`src/rtl/uart_pkg.sv`:
```
// Shared types and constants for the USART transmitter.
package uart_pkg;

  typedef enum logic [2:0] {
    IDLE  = 3'd0,
    LOAD  = 3'd1,
    START = 3'd2,
    DATA  = 3'd3,
    STOP  = 3'd4
  } uart_tx_state_t;

  localparam int UART_DATA_BITS   = 8;
  localparam int UART_DATA_BITS_9 = 9;
  localparam int UART_BITCNT_W    = 4;

  // Index of the final data bit of a frame; the DATA state leaves on this count.
  function automatic logic [UART_BITCNT_W-1:0] last_bit_idx(input logic frame9);
    if (frame9) begin
      return UART_BITCNT_W'(UART_DATA_BITS_9 - 1);
    end else begin
      return UART_BITCNT_W'(UART_DATA_BITS - 1);
    end
  endfunction

endpackage

```
`src/rtl/uart_tx.sv`:
```
// Asynchronous USART transmitter: TXREG holding buffer feeding a TSR that
// shifts 8N1 or 9-bit frames LSB-first, one bit per uart_spbrg baud tick.
module uart_tx
  import uart_pkg::*;
#(
  parameter logic IDLE_LEVEL = 1'b1
) (
  input  logic       clk,
  input  logic       rst_n,
  input  logic       txen,
  input  logic       tx9,
  input  logic       tx9d,
  input  logic       txreg_wr_en,
  input  logic [7:0] txreg_in,
  input  logic       uart_tx_shift_en,
  output logic       tx,
  output logic       txif,
  output logic       trmt
);

  uart_tx_state_t             r_state;
  logic [7:0]                 r_buf;
  logic                       r_buf_full;
  logic                       r_txif;
  logic [7:0]                 r_tsr;
  logic                       r_tsr9;
  logic                       r_frame9;
  logic [UART_BITCNT_W-1:0]   r_bit_cnt;
  logic                       r_tx;
  logic                       r_trmt;

  logic w_load_idle;
  logic w_load_stop;
  logic w_load;

  // A STOP-end load chains straight into the next START, giving contiguous frames.
  assign w_load_idle = txen && r_buf_full && (r_state == IDLE);
  assign w_load_stop = txen && r_buf_full && uart_tx_shift_en && (r_state == STOP);
  assign w_load      = w_load_idle || w_load_stop;

  // TXREG holding buffer; a same-cycle write wins over the drain into the TSR.
  always_ff @(posedge clk or negedge rst_n) begin
    if (!rst_n) begin
      r_buf      <= 8'h00;
      r_buf_full <= 1'b0;
      r_txif     <= 1'b1;
    end else if (txreg_wr_en) begin
      r_buf      <= txreg_in;
      r_buf_full <= 1'b1;
      r_txif     <= 1'b0;
    end else if (w_load) begin
      r_buf_full <= 1'b0;
      r_txif     <= 1'b1;
    end else begin
      r_buf_full <= r_buf_full;
      r_txif     <= r_txif;
    end
  end

  // Transmit FSM with TSR, bit counter and registered line/status outputs.
  always_ff @(posedge clk or negedge rst_n) begin
    if (!rst_n) begin
      r_state   <= IDLE;
      r_tsr     <= 8'h00;
      r_tsr9    <= 1'b0;
      r_frame9  <= 1'b0;
      r_bit_cnt <= '0;
      r_tx      <= IDLE_LEVEL;
      r_trmt    <= 1'b1;
    end else if (!txen) begin
      r_state   <= IDLE;
      r_tsr     <= 8'h00;
      r_tsr9    <= 1'b0;
      r_frame9  <= 1'b0;
      r_bit_cnt <= '0;
      r_tx      <= IDLE_LEVEL;
      r_trmt    <= 1'b1;
    end else begin
      case (r_state)
        IDLE: begin
          r_tx <= IDLE_LEVEL;
          if (w_load_idle) begin
            r_tsr    <= r_buf;
            r_tsr9   <= tx9d;
            r_frame9 <= tx9;
            r_trmt   <= 1'b0;
            r_state  <= LOAD;
          end else begin
            r_trmt <= 1'b1;
          end
        end
        LOAD: begin
          if (uart_tx_shift_en) begin
            r_state <= START;
            r_tx    <= ~IDLE_LEVEL;
          end else begin
            r_tx <= IDLE_LEVEL;
          end
        end
        START: begin
          if (uart_tx_shift_en) begin
            r_state   <= DATA;
            r_bit_cnt <= '0;
            r_tx      <= r_tsr[0];
          end else begin
            r_tx <= ~IDLE_LEVEL;
          end
        end
        DATA: begin
          if (uart_tx_shift_en) begin
            if (r_bit_cnt == last_bit_idx(r_frame9)) begin
              r_state <= STOP;
              r_tx    <= IDLE_LEVEL;
            end else begin
              r_tsr     <= {r_frame9 & r_tsr9, r_tsr[7:1]};
              r_tx      <= r_tsr[1];
              r_bit_cnt <= r_bit_cnt + 4'd1;
            end
          end else begin
            r_tx <= r_tsr[0];
          end
        end
        STOP: begin
          if (w_load_stop) begin
            r_tsr    <= r_buf;
            r_tsr9   <= tx9d;
            r_frame9 <= tx9;
            r_state  <= START;
            r_tx     <= ~IDLE_LEVEL;
          end else if (uart_tx_shift_en) begin
            r_state <= IDLE;
            r_trmt  <= 1'b1;
            r_tx    <= IDLE_LEVEL;
          end else begin
            r_tx <= IDLE_LEVEL;
          end
        end
        default: begin
          r_state <= IDLE;
          r_tx    <= IDLE_LEVEL;
          r_trmt  <= 1'b1;
        end
      endcase
    end
  end

  assign tx   = r_tx;
  assign txif = r_txif;
  assign trmt = r_trmt;

endmodule
```
`config.mk`:
```
export PLATFORM = sky130hd
export DESIGN_NAME = uart_tx
export DESIGN_NICKNAME = d
export VERILOG_FILES = /design/src/rtl/uart_pkg.sv /design/src/rtl/uart_tx.sv
export SDC_FILE = /design/constraint.sdc
export NUM_CORES = 1
export LEC_CHECK = 0
export CAP_MARGIN = 15
export CORE_MARGIN = 8
export CORE_UTILIZATION = 40
export DETAILED_ROUTE_END_ITERATION = 8
export GPL_TIMING_DRIVEN = 1
export PLACE_DENSITY = 0.69
export SLEW_MARGIN = 20
export SYNTH_ARGS = -nofsm -noshare
export SYNTH_HDL_FRONTEND = slang
export SYNTH_SLANG_ARGS = --single-unit
```
`constraint.sdc`:
```
create_clock -name clk -period 2 [get_ports clk]
set_input_delay 0.3 -clock clk [delete_from_list [all_inputs] [get_ports clk]]
set_output_delay 0.3 -clock clk [all_outputs]
set_load 0.05 [all_outputs]
```
==> results of run 1 <==
==> power groups by stage <==
| stage | logic [µW] | clock network, µW | registers (µW) |
|---|---|---|---|
| 2_1_floorplan | 172 | 0 | 711 |
| 3_3_place_gp | 278 | 0 | 701 |
| 3_5_place_dp | 285 | 0 | 704 |
| 4_1_cts | 286 | 480 | 694 |
| 5_1_grt | 310 | 502 | 699 |
| 6_report | 281 | 461 | 694 |
==> synth_stat cells, types with 2 or more instances <==
cell type  instances  share of area [%]
o21ai_0            3               0.98
clkbuf_1           2               0.49
nand2b_1           2               0.82
nand3_1            6                2.0
mux2_4             8                7.8
dfstp_2            3                5.1
nand3b_1           2               0.98
buf_6              3                2.2
nand2_1           17                4.2
inv_1              2               0.49
a21oi_1           13                4.2
mux2i_1            2                1.3
buf_2              3               0.98
mux2_2             9                6.6
nor3b_1            2               0.98
a22o_1             2                1.1
nor2_1            11                2.7
a2111oi_0          2                1.1
dfrtp_1           26                 42
==> final cells by class <==
| cell class | count | area [µm²] |
|---|---|---|
| flip-flops and latches | 29 | 729 |
| clock buffers | 6 | 72.6 |
| fillers | 334 | 1790 |
| repair buffers | 27 | 255 |
| multi-input cells | 102 | 738 |
| well taps | 48 | 60.1 |
| clock inverters | 2 | 10.0 |
| inverters | 2 | 7.51 |
==> per-layer routing <==
| metal | track usage [%] | up-vias | wire [µm] |
|---|---|---|---|
| met5 | 0 | - | 0 |
| met4 | 3.02 | 0 | 11 |
| met3 | 4.38 | 2 | 127 |
| met2 | 18.6 | 18 | 1620 |
| met1 | 12.6 | 555 | 1400 |
| li1 | - | 564 | - |
==> per-stage QoR <==
step | worst slack [ns] | power (µW) | area, µm²
after floorplan | 0.358 | 882 | 1530
after global placement | 0.175 | 979 | 1790
after detailed placement | 0.117 | 988 | 1790
after CTS | 0.0811 | 1460 | 1870
after global routing | 0.0621 | 1510 | 1870
final | 0.0979 | 1440 | 1870
==> cell usage in the layout, fill, tap and decap left out, drive strengths merged, types with 2 or more instances in the layout <==
cell	synthesis	final
dfstp	3	3
a22o	2	2
a21oi	13	13
nand2b	2	2
clkinv	0	2
dfrtp	26	26
buf	6	11
nor2	11	11
mux2i	2	2
nand2	17	17
nor3b	2	2
a2111oi	2	2
nand3b	3	3
mux2	17	17
nand3	6	6
inv	2	2
clkdlybuf4s50	0	16
clkbuf	2	6
o21ai	3	3
==> worst min path at each step <==
stage                     cells after the start  slack, ns           end     start
after detailed placement                      1       0.50      r_buf[2]  r_buf[2]
after global placement                        1       0.49      r_buf[3]  r_buf[3]
after floorplan                               0      0.004  r_bit_cnt[0]     rst_n
after global routing                          2       0.43    r_state[0]     rst_n
final                                         2       0.40    r_state[1]     rst_n
after CTS                                     2       0.42    r_state[1]     rst_n
==> sequential cells by signal (all words and copies together), names as in the netlist <==
name	cells
txif	1
r_tsr9	1
r_frame9	1
r_state	3
r_tsr	8
trmt	1
r_buf	8
r_buf_full	1
tx	1
r_bit_cnt	4
==> kinds of logic (layout without fill, tap and decap cells) <==
| logic type | count (synthesis) | in the layout | share of synthesized area [%] |
|---|---|---|---|
| compound gates | 28 | 28 | 12.3 |
| fa+ha+maj | 1 | 1 | 0.817 |
| xor+xnor | 1 | 1 | 0.572 |
| mux | 19 | 19 | 15.8 |
| simple gates | 53 | 53 | 18.8 |
| buf+inv | 10 | 37 | 4.17 |
| flops | 29 | 29 | 47.6 |
==> qor.txt, run 1 <==
Setup crit start kind: register
Top Ports: 18
Crit-path cells: clkdlybuf4s50_1
Worst-path cell with the longest stage delay: clkdlybuf4s50_1
Max Cap Viol: 0
Min cycle time layout: 1.90 ns
Register area share after synthesis: 47.6%
Syn Area/Cell: 10.9 µm²
Slew headroom: 66.8%
Placed Cells: 208
Placer Congestion: 0.783
Synth Warn #: 0
Worst Reg-to-Reg Cells: 5
TritonCTS clock tree: done
Overflow after GRT: 0
Residual DRC: 0
CP top delay family: buffers and inverters
Vias per inst: 5.27
Core box area: 3660 µm²
Crit share post-route: 95.1%
Post-DR wirelength/cell: 14.6 µm
Clock share of power: 32.1%
Post-DP HPWL: 2270 µm
Power share of the combinational group: 19.6%
Number of I/O port buffers: 17
Final hold slack: 0.404 ns
Min-delay worst type: in2async
Worst Skew: 0.0110 ns
Final std cells w/o fill: 216
Clock root cell: clkbuf_8
Setup total negative slack: 0 ns
Die Span Y: 77.9 µm
Asr flop ratio synth: 100%
Worst Setup SP: txif
Std cell rows: 22
VDD IR max: 368 µV
CP max FO: 2
Routed Antenna Nets: 0
Worst EP required: 1.70 ns
Initial antenna violation count: 0
CTS H-tree depth: 2
DRT iter0 DRCs: 42
Post-synth EDFFs: 0
Internal: 1040 µW
Pwr/cell area: 767 nW/µm²
Number of global-route vias before repair: 1184
Fin nets: 183
Crit-path max cell delay: 0.80 ns
Switching share of power: 27.5%
Number of diodes: 0
TritonCTS Buffers: 5
Syn Std Cell Area: 1530 µm²
Crit end category: primary output
Starting Density: 41.8%
Status: finished clean
Via count: 1139
CTS Hold Bufs: 0
Yosys cell types: 42
Gr usage total: 11.0%
Final Hold Viols: 0
Pins over their slew limit: 0
Share of layout cells above drive strength 1: 25.0%
Seq cells post-synth: 29
RR Startpoint: r_bit_cnt[1]
Worst-Margin Slew: 0.497 ns
CP Class: reg2out
Synth Flop Type: dfrtp_1
Resized cells post-CTS: 0
Clock transition at path regs: 0.07 ns
Area grow syn2layout: 22.3%
Largest net degree at the start of global routing: 30
F_max: 526 MHz
Switching pwr: 394 µW
WP depth: 1
Global-route wire length before repair: 5450 µm
Reg2Reg Setup Slack: 0.20 ns
Synthesized instance count: 141
Postcts setup bufs: 0
Syn Nets: 157
Util after Layout: 51.2%
Crit path buf inv count: 1
Pleak: 0.000848 µW
Reg power frac: 48.3%
Final setup vio count: 0
Critical Path AT: 1.60 ns
Unrepaired setup endpoints after global routing: false
Drt pass-1 iters: 4
Final WL: 3160 µm
Clock Latency Late Sink: 0.28 ns
Die W: 77.9 µm
R2R Path End: r_tsr[5]
Worst Setup EP: txif
Die area: 6060 µm²
Clock Path Buffers: 2
Clock sinks: 29
(Power assumes the default switching activity.)
==> run 2: changes to the inputs <==
- CTS_CLUSTER_SIZE: default -> 25
==> results of run 2 <==
No change in the layout: final DEF, timing and power equal those of run 1.
==> run 3: changes to the inputs <==
- PLACE_DENSITY: 0.69 -> 0.72
==> qor.txt, run 3 (synthesized netlist as in run 1, its figures left out) <==
Status: finished clean
Placer Congestion: 0.793
Met2 track demand over resource: 19.2%
Worst-Margin Slew: 0.492 ns
Crit end category: primary output
Worst Skew: 0.00397 ns
Core box area: 3660 µm²
Unrepaired setup endpoints after global routing: false
Most common cell after layout, fill and taps aside: dfrtp_1
R2R Path End: r_tsr[4]
Postcts setup bufs: 0
Drt pass-1 iters: 4
Clock Path Buffers: 2
Number of diodes: 0
Most frequent cells in the layout: 26 x dfrtp_1, 17 x nand2_1, 16 x clkdlybuf4s50_1
Worst Setup SP: txif
Reg2Reg Setup Slack: 0.23 ns
Fin nets: 183
F_max: 528 MHz
CP Class: reg2out
Crit path buf inv count: 1
Overflow after GRT: 0
Gr usage total: 10.7%
Die W: 77.9 µm
Number of global-route vias before repair: 1159
Critical Path AT: 1.59 ns
Met1 usage: 11.3%
Via count: 1171
Final hold slack: 0.401 ns
Setup slack at placement: 0.119 ns
Worst EP required: 1.70 ns
CP max FO: 2
Worst Reg-to-Reg Cells: 5
Final Instance Area: 1890 µm²
Die area: 6060 µm²
Met3 GRT Util: 4.03%
Post-DR wirelength/cell: 14.8 µm
Largest net degree at the start of global routing: 30
CTS Hold Bufs: 0
Clock sinks: 29
Placement Cell Area: 1800 µm²
Pwr/cell area: 761 nW/µm²
Pins over their slew limit: 0
Max Cap Viol: 0
Slew headroom: 66.9%
Resized cells post-CTS: 0
Final Hold Viols: 0
Final setup vio count: 0
RR Startpoint: r_state[0]
PnR worst setup slack: 0.105 ns
Post-DP HPWL: 2320 µm
Die Span Y: 77.9 µm
Pleak: 0.000852 µW
Number of I/O port buffers: 17
Share of layout cells above drive strength 1: 25.0%
Std cell rows: 22
Setup total negative slack: 0 ns
Min-delay worst type: in2async
Util after Layout: 51.5%
Worst-path cell with the longest stage delay: clkdlybuf4s50_1
Top Registers: r_buf: 8 flops, r_tsr: 8 flops, r_bit_cnt: 4 flops
Global-route wire length before repair: 5300 µm
Clock transition at path regs: 0.06 ns
Crit share post-route: 94.7%
Vias per inst: 5.42
Starting Density: 41.8%
Crit-path max cell delay: 0.79 ns
Final WL: 3190 µm
Area grow syn2layout: 23.1%
TritonCTS clock tree: done
Clock Latency Late Sink: 0.27 ns
GR peak layer: met2
Initial antenna violation count: 0
Setup crit start kind: register
Residual DRC: 0
Clock root cell: clkbuf_8
CTS H-tree depth: 2
VDD IR max: 521 µV
Crit-path cells: clkdlybuf4s50_1
Top Ports: 18
DRT iter0 DRCs: 140
Min cycle time layout: 1.89 ns
Routed Antenna Nets: 0
CP top delay family: buffers and inverters
TritonCTS Buffers: 5
-- run 3: cell types whose count changed in the layout (fill, tap and decap cells not counted) --
cell    previous run  this run
buf_12             1         2
buf_4             10         9
-- run 3: worst max path at each step --
stage,endpoint,depth (start not counted)
global placement,r_tsr[5],6
detailed placement,r_bit_cnt[0],5
global route,txif,1
CTS,txif,1
floorplan,r_tsr[0],7
finish,txif,1
-- run 3: area by class of cell --
cell class / count / area, µm²
Clock buffer: 6 / 72.6
Multi-Input combinational cell: 102 / 738
Timing Repair Buffer: 27 / 268
Clock inverter: 2 / 10.0
Tap cell: 48 / 60.1
Fill cell: 334 / 1780
Sequential cell: 29 / 729
Inverter: 2 / 7.51
-- run 3: routing by layer --
layer	share of wire (%)	routed length [µm]
met4	0	0
met2	53	1710
met1	42	1340
met3	4.6	148
met5	0	0
-- run 3: stage by stage --
step / instances / total power (µW)
global route: 216 / 1510
finish: 216 / 1440
CTS: 216 / 1460
floorplan: 141 / 882
detailed placement: 208 / 996
global placement: 208 / 981
-- run 3: report_power, final --
part | switching, µW | leakage (µW) | internal [µW] | total [µW]
sequential | 48.2 | 0.000361 | 648 | 696
combinational | 132 | 0.000446 | 156 | 288
clock | 211 | 0.0000450 | 240 | 452
total | 391 | 0.000852 | 1040 | 1440
